[src/rtl/de10_mmio_bridge.sv]
// Load/store bridge from the core LSU to the de10 peripheral register port.
// Sub-word stores are read-modify-write; loads are lane-extracted and extended.
module de10_mmio_bridge #(
  parameter logic [7:0] PERIPH_BASE_HI = 8'hF0,
  parameter int         IDX_LEN        = 22
) (
  input  logic        clk,
  input  logic        rst,
  input  logic        req_valid,
  output logic        req_ready,
  input  logic        req_we,
  input  logic [31:0] req_addr,
  input  logic [1:0]  req_size,
  input  logic        req_unsigned,
  input  logic [31:0] req_wdata,
  output logic        resp_valid,
  output logic [31:0] resp_rdata,
  output logic        resp_err,
  output logic [31:0] p_addr,
  output logic        p_wr,
  output logic [31:0] p_wdata,
  input  logic [31:0] p_rdata
);

  typedef enum logic [1:0] {IDLE, READ, WRITE, RESP} state_t;

  state_t      state_reg, state_next;
  logic        we_reg;
  logic        uns_reg;
  logic [1:0]  size_reg;
  logic [1:0]  lane_reg;
  logic [31:0] wdata_reg;
  logic [31:0] word_reg;
  logic [31:0] rdata_reg;
  logic        err_reg;
  logic [31:0] p_addr_reg;

  logic        req_err;
  logic [31:0] wdata_rep;
  logic [3:0]  byte_sel;
  logic [31:0] merged;
  logic [31:0] loaded;
  logic [7:0]  load_byte;
  logic [15:0] load_half;

  assign req_err = (req_addr[31:24] != PERIPH_BASE_HI)
                 || (req_size == 2'd3)
                 || ((req_size == 2'd1) && req_addr[0])
                 || ((req_size == 2'd2) && (req_addr[1:0] != 2'b00));

  always_comb begin
    state_next = state_reg;
    case (state_reg)
      IDLE: begin
        if (req_valid) begin
          if (req_err)
            state_next = RESP;
          else if (!req_we || (req_size != 2'd2))
            state_next = READ;
          else
            state_next = WRITE;
        end
      end
      READ:    state_next = we_reg ? WRITE : RESP;
      WRITE:   state_next = RESP;
      RESP:    state_next = IDLE;
      default: state_next = IDLE;
    endcase
  end

  // Store data replicated across lanes so each byte lane can pick its own copy.
  always_comb begin
    wdata_rep = wdata_reg;
    case (size_reg)
      2'd0:    wdata_rep = {4{wdata_reg[7:0]}};
      2'd1:    wdata_rep = {2{wdata_reg[15:0]}};
      default: wdata_rep = wdata_reg;
    endcase
  end

  generate
    for (genvar gi = 0; gi < 4; gi++) begin : g_lane
      localparam logic [1:0] LANE = 2'(gi);
      assign byte_sel[gi] = (size_reg == 2'd0) ? (lane_reg == LANE) :
                            (size_reg == 2'd1) ? (lane_reg[1] == LANE[1]) : 1'b1;
      assign merged[8*gi +: 8] = byte_sel[gi] ? wdata_rep[8*gi +: 8] : p_rdata[8*gi +: 8];
    end
  endgenerate

  always_comb begin
    load_byte = 8'(p_rdata >> {lane_reg, 3'b000});
    load_half = 16'(p_rdata >> {lane_reg[1], 4'b0000});
    case (size_reg)
      2'd0:    loaded = {{24{load_byte[7] & ~uns_reg}}, load_byte};
      2'd1:    loaded = {{16{load_half[15] & ~uns_reg}}, load_half};
      default: loaded = p_rdata;
    endcase
  end

  always_ff @(posedge clk) begin
    if (rst) begin
      state_reg  <= IDLE;
      we_reg     <= 1'b0;
      uns_reg    <= 1'b0;
      size_reg   <= 2'd0;
      lane_reg   <= 2'd0;
      wdata_reg  <= '0;
      word_reg   <= '0;
      rdata_reg  <= '0;
      err_reg    <= 1'b0;
      p_addr_reg <= '0;
    end else begin
      state_reg <= state_next;
      case (state_reg)
        IDLE: begin
          if (req_valid) begin
            we_reg    <= req_we;
            uns_reg   <= req_unsigned;
            size_reg  <= req_size;
            lane_reg  <= req_addr[1:0];
            wdata_reg <= req_wdata;
            word_reg  <= req_wdata;
            err_reg   <= req_err;
            rdata_reg <= '0;
            // Rejected requests leave the peripheral address untouched.
            if (!req_err)
              p_addr_reg <= {{(32-IDX_LEN){1'b0}}, req_addr[IDX_LEN+1:2]};
          end
        end
        READ: begin
          if (we_reg)
            word_reg <= merged;
          else
            rdata_reg <= loaded;
        end
        default: ;
      endcase
    end
  end

  assign req_ready  = (state_reg == IDLE);
  assign resp_valid = (state_reg == RESP);
  assign resp_rdata = rdata_reg;
  assign resp_err   = err_reg;
  assign p_addr     = p_addr_reg;
  assign p_wdata    = word_reg;
  // A reset landing on the WRITE cycle must not let the peripheral commit it.
  assign p_wr       = (state_reg == WRITE) && !rst;

endmodule

[config.mk]
export PLATFORM = sky130hd
export DESIGN_NAME = de10_mmio_bridge
export DESIGN_NICKNAME = d
export VERILOG_FILES = /design/src/rtl/de10_mmio_bridge.sv
export SDC_FILE = /design/constraint.sdc
export NUM_CORES = 1
export LEC_CHECK = 0
export CELL_PAD_IN_SITES_DETAIL_PLACEMENT = 0
export CELL_PAD_IN_SITES_GLOBAL_PLACEMENT = 1
export CORE_ASPECT_RATIO = 0.9
export CORE_MARGIN = 2
export CORE_UTILIZATION = 34
export DETAILED_ROUTE_END_ITERATION = 8
export PLACE_DENSITY = 0.82
export SYNTH_ARGS = -nofsm -noshare
export SYNTH_HDL_FRONTEND = slang
export SYNTH_SLANG_ARGS = --single-unit
[constraint.sdc]
create_clock -name clk -period 2.55 [get_ports clk]
set_input_delay 0.765 -clock clk [delete_from_list [all_inputs] [get_ports clk]]
set_output_delay 0.765 -clock clk [all_outputs]
set_load 0.02 [all_outputs]
---- After elaboration in Yosys (flattened, before gate mapping) ----
Cells that the tools add are included.
storage, ports and cells
  register bits ........................... 127
  output and inout bits ................... 100
operators by class
  multiplexer cells ....................... 23
  bitwise operators ....................... 5
  reduce and logical (&&, ||, !) cells .... 18
  shift-type cells ........................ 2
  eq/ne operators ......................... 15
operator list
  operator                                             number
  case mux 32 bit (2 select lines)                     4
  two-way mux 32 bit                                   4
  two-way mux 8 bit                                    4
  >> shifter 32 x 5 -> 16 bit                          1
  >> shifter 32 x 5 -> 8 bit                           1
  equality test 2 bit, second input constant           6
  AND reduction 3 bit                                  3
  equality test 2 x 1 -> 1 bit, second input constant  4
  inequality test 2 bit, second input constant         4
  inequality test 8 bit, second input constant         1
  case mux 2 bit (4 select lines)                      1
  two-way mux 1 bit                                    7
  zero test 2 bit                                      3
  two-way mux 2 bit                                    3
  logical OR 1 bit                                     4
  nonzero test 2 bit                                   2
  logical AND 1 bit                                    3
  NOT 1 bit                                            3
  bitwise AND 1 bit                                    2
  zero test 1 bit                                      2
  AND reduction 2 bit                                  1

---- Longest topological paths before layout ----
Gate-level depths: netlist of the first run.
  depth after elaboration ................. 7
  depth in mapped cells ................... 8

---- Worst setup path before layout of the first run ----
OpenSTA, ideal clock, no wires.
  path type ............................... input to output
  start point ............................. input port rst
  end point ............................... output port p_wr
  path buffers ............................ 2
  stages on the path ...................... 3
  data arrival time ....................... 1.479 ns
  required time ........................... 1.785 ns
  setup slack ............................. 0.306 ns
  path through ............................ clkbuf_1 clkbuf_1 nor2b_1
between the ends
  word-level cells in the longest chain between the ends .. 2
ends and longest elaborated chain
  item                line  source
  start: declaration  8     input logic rst,
  zero test 1 bit     148   assign p_wr = (state_reg == WRITE) && !rst;
  logical AND 1 bit   148
  end: declaration    20    output logic p_wr,
Every way passes these cells.

---- Worst setup path in the final report of the first run ----
  start point ............................. register state_reg[1]
  end point ............................... output port resp_valid
between the ends
  word-level cells in the longest chain between the ends .. 1
ends and longest elaborated chain
  item                      line  source
  start: declaration        27    state_t state_reg, state_next;
  start signal: assignment  113   state_reg <= state_next;
  equality test 2 bit       142   assign resp_valid = (state_reg == RESP);
  end: declaration          16    output logic resp_valid,
Every way passes these cells.

==> results of run 1 <==
## layout by cell type, fill, tap and decap left out, drive strengths merged, types with 16 or more instances in the layout
master,synthesis,routed
nor2,31,31
clkbuf,34,20
a221o,16,16
o21ai,30,30
mux2,26,26
buf,41,39
a21oi,48,48
mux2i,31,31
inv,15,16
dfxtp,127,127
nand2,180,180
clkdlybuf4s50,0,189
## power breakdown
part | switching, mW | leakage, nW | internal, mW
registers | 0.247 | 1.04 | 2.31
logic | 1.54 | 2.08 | 1.27
clock network | 0.925 | 0.258 | 1.29
total | 2.71 | 3.37 | 4.87
## routing by layer
metal	share of wire	up-vias
met3	0.10	20
met5	0	-
met4	0.015	0
li1	-	3065
met2	0.41	264
met1	0.47	2924
## stage by stage
| stage | setup slack, ns | utilization | power [mW] |
|---|---|---|---|
| floorplan | 0.306 | - | 4.19 |
| global route | 0.133 | 0.498 | 7.97 |
| detailed placement | -0.147 | 0.468 | 5.38 |
| CTS | 0.164 | 0.498 | 7.63 |
| finish | 0.178 | 0.498 | 7.58 |
| global placement | -0.102 | 0.468 | 5.38 |
## layout make-up
type,count,area share
multi-input combinational,544,0.374
sequential,127,0.278
timing repair buffer,230,0.248
clock buffer,20,0.0500
tap,245,0.0336
clock inverter,12,0.00973
inverter,15,0.00617
## final timing paths
path	from	end	cells after the start
max	state_reg[1]	resp_valid	2
min	wdata_reg[22]	wdata_reg[22]	2
max reg2reg	state_reg[1]	resp_rdata[0]	7
min reg2reg	wdata_reg[22]	wdata_reg[22]	2
## worst reg2reg max path, stage by stage (launching register included)
cell	delay, ns
dfxtp_1	0.35
inv_1	0.09
ha_2	0.28
mux2i_1	0.27
a21o_1	0.18
and2_1	0.61
buf_4	0.28
o2bb2ai_1	0.12
## kinds of logic (layout without fill, tap and decap cells)
logic type,after synthesis,count (layout),synth area share
buffers and inverters,90,277,0.0678
AO/OA/AOI/OAI,192,192,0.228
flip-flops,127,127,0.400
multiplexers,58,58,0.0985
other,1,10,0.000591
AND/OR/NAND/NOR,280,280,0.197
adder cells (fa/ha/maj),4,4,0.00788
==> results.cfg, run 1 <==
[run_status]
status = finished, final reports clean

[grt]
grt_pass1_wl_um = 32400
met2_usage = 0.289
grt_usage = 0.211
met1_usage = 0.310
busiest_layer = met1
grt_util_met3 = 0.0733
grt_pass1_vias = 5654
grt_max_degree = 54
grt_overflow = 0
antenna_found_initial = 0

[drt]
ant_nets = 0
wl_per_cell_um = 17.8
via_per_inst = 5.26
drt_iter0_drc = 518
routed_wl_um = 21300
first_pass_iters = 7
drcViolationCount = 0
vias = 6273

[logic_synthesis]
ys_top_cells_by_area = dfxtp_1 (40%), nand2_1 (11%), mux2i_1 (4.9%)
synth_top_cell_by_area = dfxtp_1
yosysWarnings = 0
ys_seq_area_frac = 0.400
netlist_top_cells_count = nand2_1 (180), dfxtp_1 (127), a21oi_1 (47)
synth.most_common_cell = nand2_1
synth_top_area_frac = 0.400
async_flop_share = 0
synth_ff_type = dfxtp_1
synth.cell_area_um2 = 6350
syn_inst = 752
synth-seq-cells = 127
syn_area_per_cell_um2 = 8.44
synth_edf_count = 0
ys_types = 56

[floorplan]
start_util = 0.346
core.rowCount = 47
die_h_um = 134
core-area_um2 = 18300
io_pins = 203
die_x_um = 148
dieArea_um2 = 19800

[cts]
holdBufCountCts = 0
insertion_delay_ns = 0.43
cts_tree = done
ctsResizeCount = 3
clk_pin_slew_ns = 0.06
cts_buffers = 17
cts_max_path_buffers = 2
h-tree-depth = 4
clock-sinks = 127
cts_setup_buffers = 0
cts_root_buffer = clkbuf_16

[power_and_ir_drop]
peakVddDrop_mv = 0.456
power_density_nw_per_um2 = 830
p_leak_nw = 3.37

[critical_path]
critPathBufInv = 1
arrival_ns = 1.61
cp_max_fo = 4
rrSetupSlack_ns = 0.29
critPathMaxStageDelay_ns = 0.61
path_class = reg2out
crit_family = buffers and inverters
required_ns = 1.79
crit_chain = ha_1, clkdlybuf4s50_1
critPathCaptureType = output pin
startpoint_type = register
cp_slowest_cell = clkdlybuf4s50_1

[sta]
relSlewSlack = 0.405
drv_slew = 0
max_freq_mhz = 422
period_share = 0.930
tightest_slew_ns = 0.893
clock-skew-final_ns = 0.0231
rsz0062_at_grt = no
hold_viol = 0
min_period_ns = 2.37
fin_tns_setup_ns = 0
timing.hold.ws_ns = 0.453
setup_viol = 0

[finish]
nets = 1042
drive_above_1_share = 0.138
seq_area_um2 = 2540
final_cells = 1193
multi_input_area_um2 = 3420
fill_cells = 1757
antenna_cells = 0
area_growth_pct = 43.9
final_cell_area_um2 = 9130

[place]
placed_cells = 1161
io_buffer_count = 192
gp_congestion = 0.866
hpwl_um = 15400
placed_area_um2 = 8590

[worst_hold_path]
hp-class = reg2reg

[run]
maxCapViolCount = 0
(Power assumes the default switching activity.)
==> inputs of run 2 (changes only) <==
- RECOVER_POWER: default -> 100
==> run 2 against run 1 <==
Against the previous run:
- routed wire length grew 0.24%
- non-clock buffer count is the same
- global-route usage is the same
- via count grew 0.30%
- clock skew grew 0.0022 ns
- largest power group unchanged
- clock power is essentially flat
- combinational power shrank 5%
- die area is the same
- worst hold slack lost 0.0031 ns
- highest routed layer unchanged
- critical path depth is the same
- fmax shrank 2.6%
- largest cell class unchanged
- register-to-register slack is essentially flat
==> results.cfg, run 2 (synthesis results as in run 1) <==
[run_status]
status = finished, final reports clean

[power_and_ir_drop]
peakVddDrop_mv = 0.456
power_frac_seq = 0.341
power_density_nw_per_um2 = 820
p_sw_mw = 2.70
p_leak_nw = 3.64
p_comb_frac = 0.360
power_mw = 7.45
p_int_mw = 4.75
power_frac_clock = 0.299
swShare = 0.363

[place]
io_buffer_count = 192
gp_congestion = 0.866
dp_slack_ns = -0.147
hpwl_um = 15400

[floorplan]
die_h_um = 134
io_pins = 203
dieArea_um2 = 19800
start_util = 0.346
core-area_um2 = 18300
die_x_um = 148
core.rowCount = 47

[critical_path]
required_ns = 1.79
startpoint_type = register
r2r_cells = 7
r2r_start = state_reg[1]
rrSetupSlack_ns = 0.29
arrival_ns = 1.67
cp_max_fo = 4
reg2reg_to = resp_rdata[0]
critPathCaptureType = output pin
path_class = reg2out

[sta]
hold_viol = 0
relSlewSlack = 0.402
fin_tns_setup_ns = 0
min_period_ns = 2.44
clock-skew-final_ns = 0.0253
rsz0062_at_grt = no
tightest_slew_ns = 0.896
setup_viol = 0
drv_slew = 0
max_freq_mhz = 411
period_share = 0.955
worst_slack_ns = 0.115

[grt]
grt_pass1_vias = 5654
antenna_found_initial = 1
grt_pass1_wl_um = 32400
grt_overflow = 0
grt_usage = 0.211
grt_max_degree = 54

[worst_hold_path]
min-delay-start = wdata_reg[22]
hp-class = reg2reg
whs_path_depth = 2
hold_path_end = wdata_reg[22]

[run]
maxCapViolCount = 0

[cts]
cts_setup_buffers = 0
clk_pin_slew_ns = 0.06
clock-sinks = 127
cts_buffers = 17
cts_root_buffer = clkbuf_16
h-tree-depth = 4
cts_tree = done
cts_max_path_buffers = 2
holdBufCountCts = 0
insertion_delay_ns = 0.43

[drt]
vias = 6292
drcViolationCount = 0
drt_iter0_drc = 492
via_per_inst = 5.27
wl_per_cell_um = 17.9
ant_nets = 0
first_pass_iters = 7
routed_wl_um = 21300

[finish]
drive_above_1_share = 0.131
final_common_cell = nand2_1
nets = 1042
final_cell_mix = nand2_1 (180), dfxtp_1 (127), clkdlybuf4s50_1 (98)
area_growth_pct = 43.2
[run 2: worst max-delay path: stages (launching register included)]
cell,delay [ns]
dfxtp_1,0.39
ha_1,0.18
dlygate4sd3_1,0.68
[run 2: power by group through the flow]
stage | logic, mW | registers [mW] | clock network, mW
final | 2.68 | 2.54 | 2.23
after global routing | 2.91 | 2.58 | 2.35
after CTS | 2.80 | 2.55 | 2.27
after detailed placement | 2.79 | 2.59 | 0
after global placement | 2.79 | 2.59 | 0
after floorplan | 1.41 | 2.78 | 0
[run 2: how the worst max path moves through the flow]
stage                             from             end  slack (ns)  depth (start not counted)
after global placement     p_rdata[31]  resp_rdata[17]       -0.10                          5
final                     state_reg[1]      resp_valid        0.11                          2
after CTS                 state_reg[1]      resp_valid        0.16                          2
after global routing      state_reg[1]      resp_valid        0.07                          2
after detailed placement   p_rdata[31]  resp_rdata[19]       -0.15                          5
after floorplan                    rst            p_wr        0.31                          3
[run 2: cell type report]
class                   instances  area (µm²)
diodes                          1        2.50
repair buffers                230        2220
flip-flops and latches        127        2540
inverters                      15        56.3
fillers                      1765        9260
clock buffers                  20         457
multi-input cells             544        3410
clock inverters                12        88.8
well taps                     245         307
[run 2: repair_timing]
item                                   in CTS  in global routing
gates resized for setup                     3                  0
endpoints found under the hold margin       0                  0
setup endpoints to repair                   2                  0
[run 2: routing by layer]
layer | vias to the layer above | global-route usage | share of wire
met5 | - | 0 | 0
met4 | 0 | 0.0624 | 0.015
met3 | 19 | 0.0733 | 0.099
met2 | 272 | 0.289 | 0.41
met1 | 2937 | 0.310 | 0.47
li1 | 3064 | - | -
[run 2: per-stage QoR]
| stage | std cells | hold WS [ns] | utilization | instance area [µm²] |
|---|---|---|---|---|
| 2_1_floorplan | 761 | 0.433 | - | 6380 |
| 3_3_place_gp | 1161 | 0.440 | 0.468 | 8590 |
| 3_5_place_dp | 1161 | 0.446 | 0.468 | 8590 |
| 4_1_cts | 1193 | 0.455 | 0.498 | 9130 |
| 5_1_grt | 1193 | 0.474 | 0.495 | 9090 |
| 6_report | 1194 | 0.450 | 0.495 | 9090 |
